==> src/rtl/inst_mem_arbiter_pkg.sv <==
// Shared definitions for the instruction SRAM arbiter: requester identifiers.
package inst_mem_arbiter_pkg;

  typedef enum logic [1:0] {
    ID_NONE  = 2'd0,
    ID_BOOT  = 2'd1,
    ID_FETCH = 2'd2,
    ID_DBG   = 2'd3
  } req_id_e;

endpackage : inst_mem_arbiter_pkg

==> src/rtl/inst_mem_arbiter_prio_sel.sv <==
// Combinational winner select for the instruction SRAM arbiter.
module imem_prio_sel
  import inst_mem_arbiter_pkg::*;
(
  input  logic    boot_mode,
  input  logic    boot_req,
  input  logic    fetch_req,
  input  logic    dbg_req,
  input  logic    starve,
  output req_id_e winner
);

  always_comb begin
    winner = ID_NONE;
    if (boot_mode) begin
      if (boot_req) winner = ID_BOOT;
    end else if (dbg_req && starve) begin
      winner = ID_DBG;
    end else if (fetch_req) begin
      winner = ID_FETCH;
    end else if (dbg_req) begin
      winner = ID_DBG;
    end
  end

endmodule : imem_prio_sel

==> src/rtl/inst_mem_arbiter.sv <==
// Shares the single-port instruction SRAM between boot writes, CPU fetch and debug.
module inst_mem_arbiter
  import inst_mem_arbiter_pkg::*;
#(
  parameter int unsigned DATA_WIDTH = 32,
  parameter int unsigned ADDR_WIDTH = 20,
  parameter int unsigned MAX_WAIT   = 8
) (
  input  logic                  clk,
  input  logic                  rst_n,
  input  logic                  boot_mode,
  input  logic                  boot_req,
  input  logic [ADDR_WIDTH-1:0] boot_addr,
  input  logic [DATA_WIDTH-1:0] boot_wdata,
  output logic                  boot_gnt,
  input  logic                  fetch_req,
  input  logic [ADDR_WIDTH-1:0] fetch_addr,
  output logic                  fetch_gnt,
  output logic                  fetch_rvalid,
  input  logic                  dbg_req,
  input  logic                  dbg_we,
  input  logic [ADDR_WIDTH-1:0] dbg_addr,
  input  logic [DATA_WIDTH-1:0] dbg_wdata,
  output logic                  dbg_gnt,
  output logic                  dbg_rvalid,
  output logic [DATA_WIDTH-1:0] rd_data,
  output logic                  mem_en,
  output logic                  mem_wr_en,
  output logic [ADDR_WIDTH-1:0] mem_addr,
  output logic [DATA_WIDTH-1:0] mem_wr_data,
  input  logic [DATA_WIDTH-1:0] mem_rd_data,
  output logic                  boot_viol
);

  localparam int unsigned CW = $clog2(MAX_WAIT + 1);

  logic [CW-1:0] wait_cnt;
  logic          starve;
  req_id_e       winner;
  req_id_e       rd_owner;

  assign starve = (wait_cnt == CW'(MAX_WAIT));

  imem_prio_sel u_prio_sel (
    .boot_mode (boot_mode),
    .boot_req  (boot_req),
    .fetch_req (fetch_req),
    .dbg_req   (dbg_req),
    .starve    (starve),
    .winner    (winner)
  );

  assign boot_gnt  = (winner == ID_BOOT);
  assign fetch_gnt = (winner == ID_FETCH);
  assign dbg_gnt   = (winner == ID_DBG);

  always_comb begin
    mem_en      = 1'b0;
    mem_wr_en   = 1'b0;
    mem_addr    = '0;
    mem_wr_data = '0;
    case (winner)
      ID_BOOT: begin
        mem_en      = 1'b1;
        mem_wr_en   = 1'b1;
        mem_addr    = boot_addr;
        mem_wr_data = boot_wdata;
      end
      ID_FETCH: begin
        mem_en   = 1'b1;
        mem_addr = fetch_addr;
      end
      ID_DBG: begin
        mem_en      = 1'b1;
        mem_wr_en   = dbg_we;
        mem_addr    = dbg_addr;
        mem_wr_data = dbg_wdata;
      end
      default: ;
    endcase
  end

  // Owner of the read issued last cycle; decodes straight into the rvalid pair.
  always_ff @(posedge clk or negedge rst_n) begin
    if (!rst_n) begin
      wait_cnt  <= '0;
      rd_owner  <= ID_NONE;
      boot_viol <= 1'b0;
    end else begin
      if (dbg_req && !dbg_gnt) begin
        if (!starve) wait_cnt <= wait_cnt + 1'b1;
      end else begin
        wait_cnt <= '0;
      end
      rd_owner <= (mem_en && !mem_wr_en) ? winner : ID_NONE;
      if (boot_req && !boot_mode) boot_viol <= 1'b1;
    end
  end

  assign fetch_rvalid = (rd_owner == ID_FETCH);
  assign dbg_rvalid   = (rd_owner == ID_DBG);
  assign rd_data      = mem_rd_data;

endmodule : inst_mem_arbiter

==> config.mk <==
export PLATFORM = sky130hd
export DESIGN_NAME = inst_mem_arbiter
export DESIGN_NICKNAME = d
export VERILOG_FILES = /design/src/rtl/inst_mem_arbiter_pkg.sv /design/src/rtl/inst_mem_arbiter_prio_sel.sv /design/src/rtl/inst_mem_arbiter.sv
export SDC_FILE = /design/constraint.sdc
export NUM_CORES = 1
export LEC_CHECK = 0
export CORE_AREA = 2 2 98 100
export CTS_CLUSTER_SIZE = 14
export DETAILED_ROUTE_END_ITERATION = 12
export DIE_AREA = 0 0 100 102
export GPL_TIMING_DRIVEN = 0
export PLACE_DENSITY = 0.74
export SKIP_CTS_REPAIR_TIMING = 1
export SLEW_MARGIN = 20
export SYNTH_ARGS = -nofsm -noshare
export SYNTH_HDL_FRONTEND = slang
export SYNTH_SLANG_ARGS = --single-unit
==> constraint.sdc <==
create_clock -name clk -period 2.3 [get_ports clk]
set_input_delay 0.345 -clock clk [delete_from_list [all_inputs] [get_ports clk]]
set_output_delay 0.345 -clock clk [all_outputs]
set_load 0.01 [all_outputs]
After elaboration in Yosys (flattened, before gate mapping)
Cells that the tools add are included.

Output and inout bits: 92. Register bits after elaboration: 7. Logic and storage cells: 31.

Equality and inequality tests: 7. Reductions and logical operators: 8. $add $sub $neg: 1. Multiplexer cells: 12.

Operators by type and width (number): 32-bit case mux with 2 select lines (1); 20-bit case mux with 3 select lines (1); 2-bit two-way mux (5); 2-bit equality test (second input constant) (4); 4-bit two-way mux (2); 4-bit by 1-bit adder with 4-bit output (second input constant) (1); 4-bit equality test (second input constant) (1); 1-bit logical AND (4); 1-bit logical NOT (3); 3-bit OR reduction (1); 2-bit by 1-bit equality test with 1-bit output (second input constant) (1); 1-bit two-way mux (2); 2-bit != test (second input constant) (1); 1-bit case mux with 2 select lines (1).

Longest topological paths before layout
Depth after elaboration: 9. Gate-level depth with buffers: 6.

By module
Synthesis repeated with hierarchy kept, for this count alone.

Cells, all modules: 193. Area, all modules: 1624.1 um2.

Modules (own cells, without submodules): inst_mem_arbiter (cells an instance 187, area an instance 1595.3 um2, seq. area each 175.2 um2, instances 1); imem_prio_sel (cells an instance 6, area an instance 28.8 um2, seq. area each 0.0 um2, instances 1).

Worst setup path after synthesis
No wires, ideal clock.

Kind: reg-to-output. From: reg wait_cnt[0]. To: out mem_wr_data[24]. Path slack: 0.345 ns. Arrival: 1.610 ns. Data required time: 1.955 ns. Buffers on the path: 1. Stages on the path, launching flop included: 7. Cells stage by stage: dfrtp_1 -> inv_1 -> ha_1 -> nand3b_4 -> a211oi_4 -> buf_6 -> a22o_1.

Word-level cells in the longest chain between the ends: 6.

Ends and longest elaborated chain: from (decl) (RTL line inst_mem_arbiter.sv:37) `logic [CW-1:0] wait_cnt;`; from (signal assigned) (RTL line inst_mem_arbiter.sv:91) `if (!starve) wait_cnt <= wait_cnt + 1'b1;`; 4-bit equality test (RTL line inst_mem_arbiter.sv:42) `assign starve = (wait_cnt == CW'(MAX_WAIT));`; 1-bit logical AND (RTL line inst_mem_arbiter_prio_sel.sv:17) `end else if (dbg_req && starve) begin`; 2-bit two-way mux (RTL line inst_mem_arbiter_prio_sel.sv:17); 2-bit two-way mux (RTL line inst_mem_arbiter_prio_sel.sv:15) `if (boot_mode) begin`; 2-bit equality test; via dbg_gnt (RTL line inst_mem_arbiter.sv:24) `output logic dbg_gnt,`; 32-bit case mux with 2 select lines (RTL line inst_mem_arbiter.sv:62) `case (winner)`; to (decl) (RTL line inst_mem_arbiter.sv:30) `output logic [DATA_WIDTH-1:0] mem_wr_data,`.

The timed path passes the listed nets, and every way through them passes these cells.

Worst setup path after layout
From: in fetch_req. To: out mem_addr[17].

Word-level cells in the longest chain between the ends: 5.

Ends and longest elaborated chain: from (decl) (RTL line inst_mem_arbiter.sv:16) `input logic fetch_req,`; 2-bit two-way mux (*) (RTL line inst_mem_arbiter_prio_sel.sv:19) `end else if (fetch_req) begin`; 2-bit two-way mux (*) (RTL line inst_mem_arbiter_prio_sel.sv:17); 2-bit two-way mux (*) (RTL line inst_mem_arbiter_prio_sel.sv:15); 2-bit equality test / 2-bit by 1-bit equality test with 1-bit output (equally long branches) (RTL line inst_mem_arbiter.sv:62); 20-bit case mux with 3 select lines (*) (RTL line inst_mem_arbiter.sv:62); to (decl) (RTL line inst_mem_arbiter.sv:29) `output logic [ADDR_WIDTH-1:0] mem_addr,`.

Every way passes the cells marked *; elsewhere a longest branch is shown, timed or not.

==> results by group <==
Global routing
  – First-pass GRT wire length: about 12000 um
  – Total grt overflow: 0
  – Number of global-route vias before repair: ~2200
  – GRT Resource Usage Total: ~15%
  – Largest net degree at the start of global routing: 11
  – Initial antenna violation count: 0

Timing
  – Final Skew: 0.317 ps
  – Least-Margin Pin Slew: approximately 520 ps
  – Final setup vio count: 0
  – Period utilization: a little over nine tenths
  – Worst hold margin: 388 ps
  – Endpoints failing hold: 0
  – Relative slew slack: 65.5%
  – Fin crit period: between 2000 and 2500 ps
  – Max frequency: between 400 and 500 MHz
  – Slew Limit Fails: 0

Clock tree
  – Worst-case clock buffer depth: 2
  – CTS H-tree lvls: 1
  – CTS clock-pin slew for the worst setup and hold paths: around 40 ps
  – Clk_lat worst skew: between 200 and 250 ps
  – Inserted Clock Buffers: 3
  – Root Buffer: clkbuf_8
  – Clock Sinks: 7
  – CTS tree: done

Pwr
  – Final total power: 1.01 mW
  – Logic gate share of total power: 69.3%
  – Cell Int Power: between 0.7 and 0.8 mW
  – Seq pwr share: about 14%
  – Psw: roughly 0.30 mW
  – Switching Share: approximately 29%
  – Worst vdd ir: 0.237 mV
  – Power share of the clock group: 17.2%
  – Leak Pwr: between 2 and 2.5 nW
  – PwrDens: about 260 nW/um2

Detailed routing
  – WL met2: approximately 4700 um
  – DRT met1 WL: about 3300 um
  – DR WL met3: ~740 um
  – Via/cell ratio: between 4 and 5
  – WL final: 9010 um
  – Starting DRT DRC Count: just under 100
  – Top layer reached by signal wires: met4
  – Drc violations: 0
  – Final ANT Viol Nets: 0
  – Via count: around 2200
  – WL/cell: roughly 18 um
  – TritonRoute pass-1 iters: 4

Floorplanning
  – Die Ht: 102 um
  – Die area: around 10000 um2
  – Site Rows: 35
  – Chip width: ~100 um
  – Io pins: about 260
  – Initial Util: 15.2%
  – Core area: a little over 9000 um2

Cells and area
  – Multi-input logic area: ~870 um2
  – Design area: 3940 um2
  – Area grow syn2layout: 185%
  – NumNets Final: about 560
  – # diodes: 0
  – Layout cell share with drive strength beyond 1: 23.0%
  – Fillers: 889
  – Reg area: 175 um2

Worst setup path
  – Critical path class: in -> out
  – Crit path top cell by count: buf_6
  – Worst Path Required: ~2000 ps
  – Worst setup EP type: output pin
  – Gate family responsible for the most delay along the worst path: buffers and inverters
  – Largest stage delay on the critical path: ~620 ps
  – Worst Path Arrival: roughly 1900 ps
  – Crit-path cells: clkdlybuf4s50_1 > a211oi_4 > buf_6 > buf_6 > a221o_2 > dlymetal6s2s_1
  – Max FO, Critical Path: 10
  – Buf/Inv on CP: 4
  – CP Launch Type: primary input
  – CP max stage cell: clkdlybuf4s50_1

Worst hold path
  – Min-Delay Path Class: in -> async

Run
  – Max Cap Violations: 0

Placement
  – GPL Wtd Cong: 0.901
  – Post-DP Area: ~3700 um2
  – Hpwl dp: about 7300 um
  – Buffers on Ports: around 220

Synth
  – Net Count, Synth: 324
  – Cells after synthesis: 159
  – #FFs+latches synth: 7
  – Ys Warns: 0
  – Mapped Area: 1380 um2
  – Seq/Total Area, Yosys: roughly 13%
  – Avg Inst Size Synth: around 8.7 um2
  – Yosys cell types: 30

Run status
  – Status: completed
-- synthesized netlist by cell type --
cell	n	share of area, %
buf_2	2	0.72
nor2b_1	1	0.45
nand2b_1	1	0.45
a2bb2oi_1	1	0.63
clkbuf_1	6	1.6
nor2_1	3	0.81
o21bai_1	1	0.54
a211oi_4	1	1.4
dfrtp_1	7	13
a22o_1	32	20
inv_1	4	1.1
xor2_1	1	0.63
and3b_2	1	0.72
nor3_1	1	0.36
o21ai_0	1	0.36
nand3_1	1	0.36
buf_4	34	18
and2_1	2	0.90
a21o_1	2	1.1
a221o_2	17	14
a221o_1	3	2.2
xnor2_1	2	1.3
a21oi_1	2	0.72
and2b_1	1	0.54
nand2_1	3	0.81
and3_1	20	9.0
ha_1	2	1.8
o211a_1	1	0.72
buf_6	5	4.1
nand3b_4	1	1.4
-- power by group through the flow --
stage	Sequential, mW	Combinational (mW)	Clock (mW)
finish	0.136	0.699	0.173
global route	0.137	0.737	0.184
CTS	0.137	0.707	0.176
detailed placement	0.139	0.702	0
global placement	0.137	0.695	0
floorplan	0.136	0.237	0
-- final cells by class --
class,instances,share of cell area [%]
multi-input combinational,101,22.0
timing repair buffer,229,59.3
clock buffer,4,1.14
buffer,47,9.20
inverter,4,0.381
sequential,7,4.44
tap,111,3.52
-- cell families (layout without fill, tap and decap cells) --
logic type               count (synthesis)  count (layout)  synth area share (%)
AO/OA/AOI/OAI                           61              61                  41.8
XOR/XNOR                                 3               3                  1.90
adder cells (fa/ha/maj)                  2               2                  1.81
buffers and inverters                   51             284                  25.9
flip-flops                               7               7                  12.7
AND/OR/NAND/NOR                         35              35                  15.9
-- path summary, 6_finish.rpt --
| kind | endpoint | cells past startpoint | slack, ps | start |
|---|---|---|---|---|
| hold / removal | wait_cnt[0]$_DFFE_PN0P_ | 1 | 390 | rst_n |
| min in group clk | boot_viol$_DFFE_PN0P_ | 1 | 460 | boot_viol$_DFFE_PN0P_ |
| setup / recovery | mem_addr[17] | 6 | 50 | fetch_req |
| max in group asynchronous | wait_cnt[2]$_DFFE_PN0P_ | 1 | 1660 | rst_n |
| hold reg to reg | boot_viol$_DFFE_PN0P_ | 1 | 460 | boot_viol$_DFFE_PN0P_ |
| setup reg to reg | rd_owner[0]$_DFF_PN0_ | 7 | 850 | wait_cnt[1]$_DFFE_PN0P_ |
-- sequential cells by signal (all words and copies together), names as in the netlist --
signal and cells:
boot_viol 1, rd_owner 2, wait_cnt 4
-- cell usage in the layout, fill, tap and decap left out, drive strengths merged --
master / n
clkdlybuf4s50: 164
a2bb2oi: 1
nand2b: 1
a211oi: 1
o21bai: 1
dfrtp: 7
nor2b: 1
o211a: 1
inv: 4
and3b: 1
dlymetal6s2s: 46
buf: 48
o21ai: 1
a221o: 20
nor2: 3
nand3b: 1
and2b: 1
xor2: 1
and3: 20
a21o: 2
a21oi: 2
and2: 2
a22o: 32
nand3: 1
nand2: 3
ha: 2
xnor2: 2
clkbuf: 22
nor3: 1
-- per-stage QoR --
step	setup slack [ps]	utilization [%]	setup TNS, ps	std cells
finish	51.2	43.3	0	503
global route	-6.21	43.3	-21.0	503
CTS	-779	41.6	-39240	496
detailed placement	-660	41.1	-32740	492
global placement	-646	41.1	-32320	492
floorplan	345	-	0	159
-- layer usage --
layer | up-vias | track usage (%)
met3 | 12 | 3.63
met5 | - | 0
met1 | 1044 | 16.8
met4 | 0 | 4.11
met2 | 136 | 27.0
li1 | 1057 | -
Note: power is estimated with default switching activity, not from simulation.
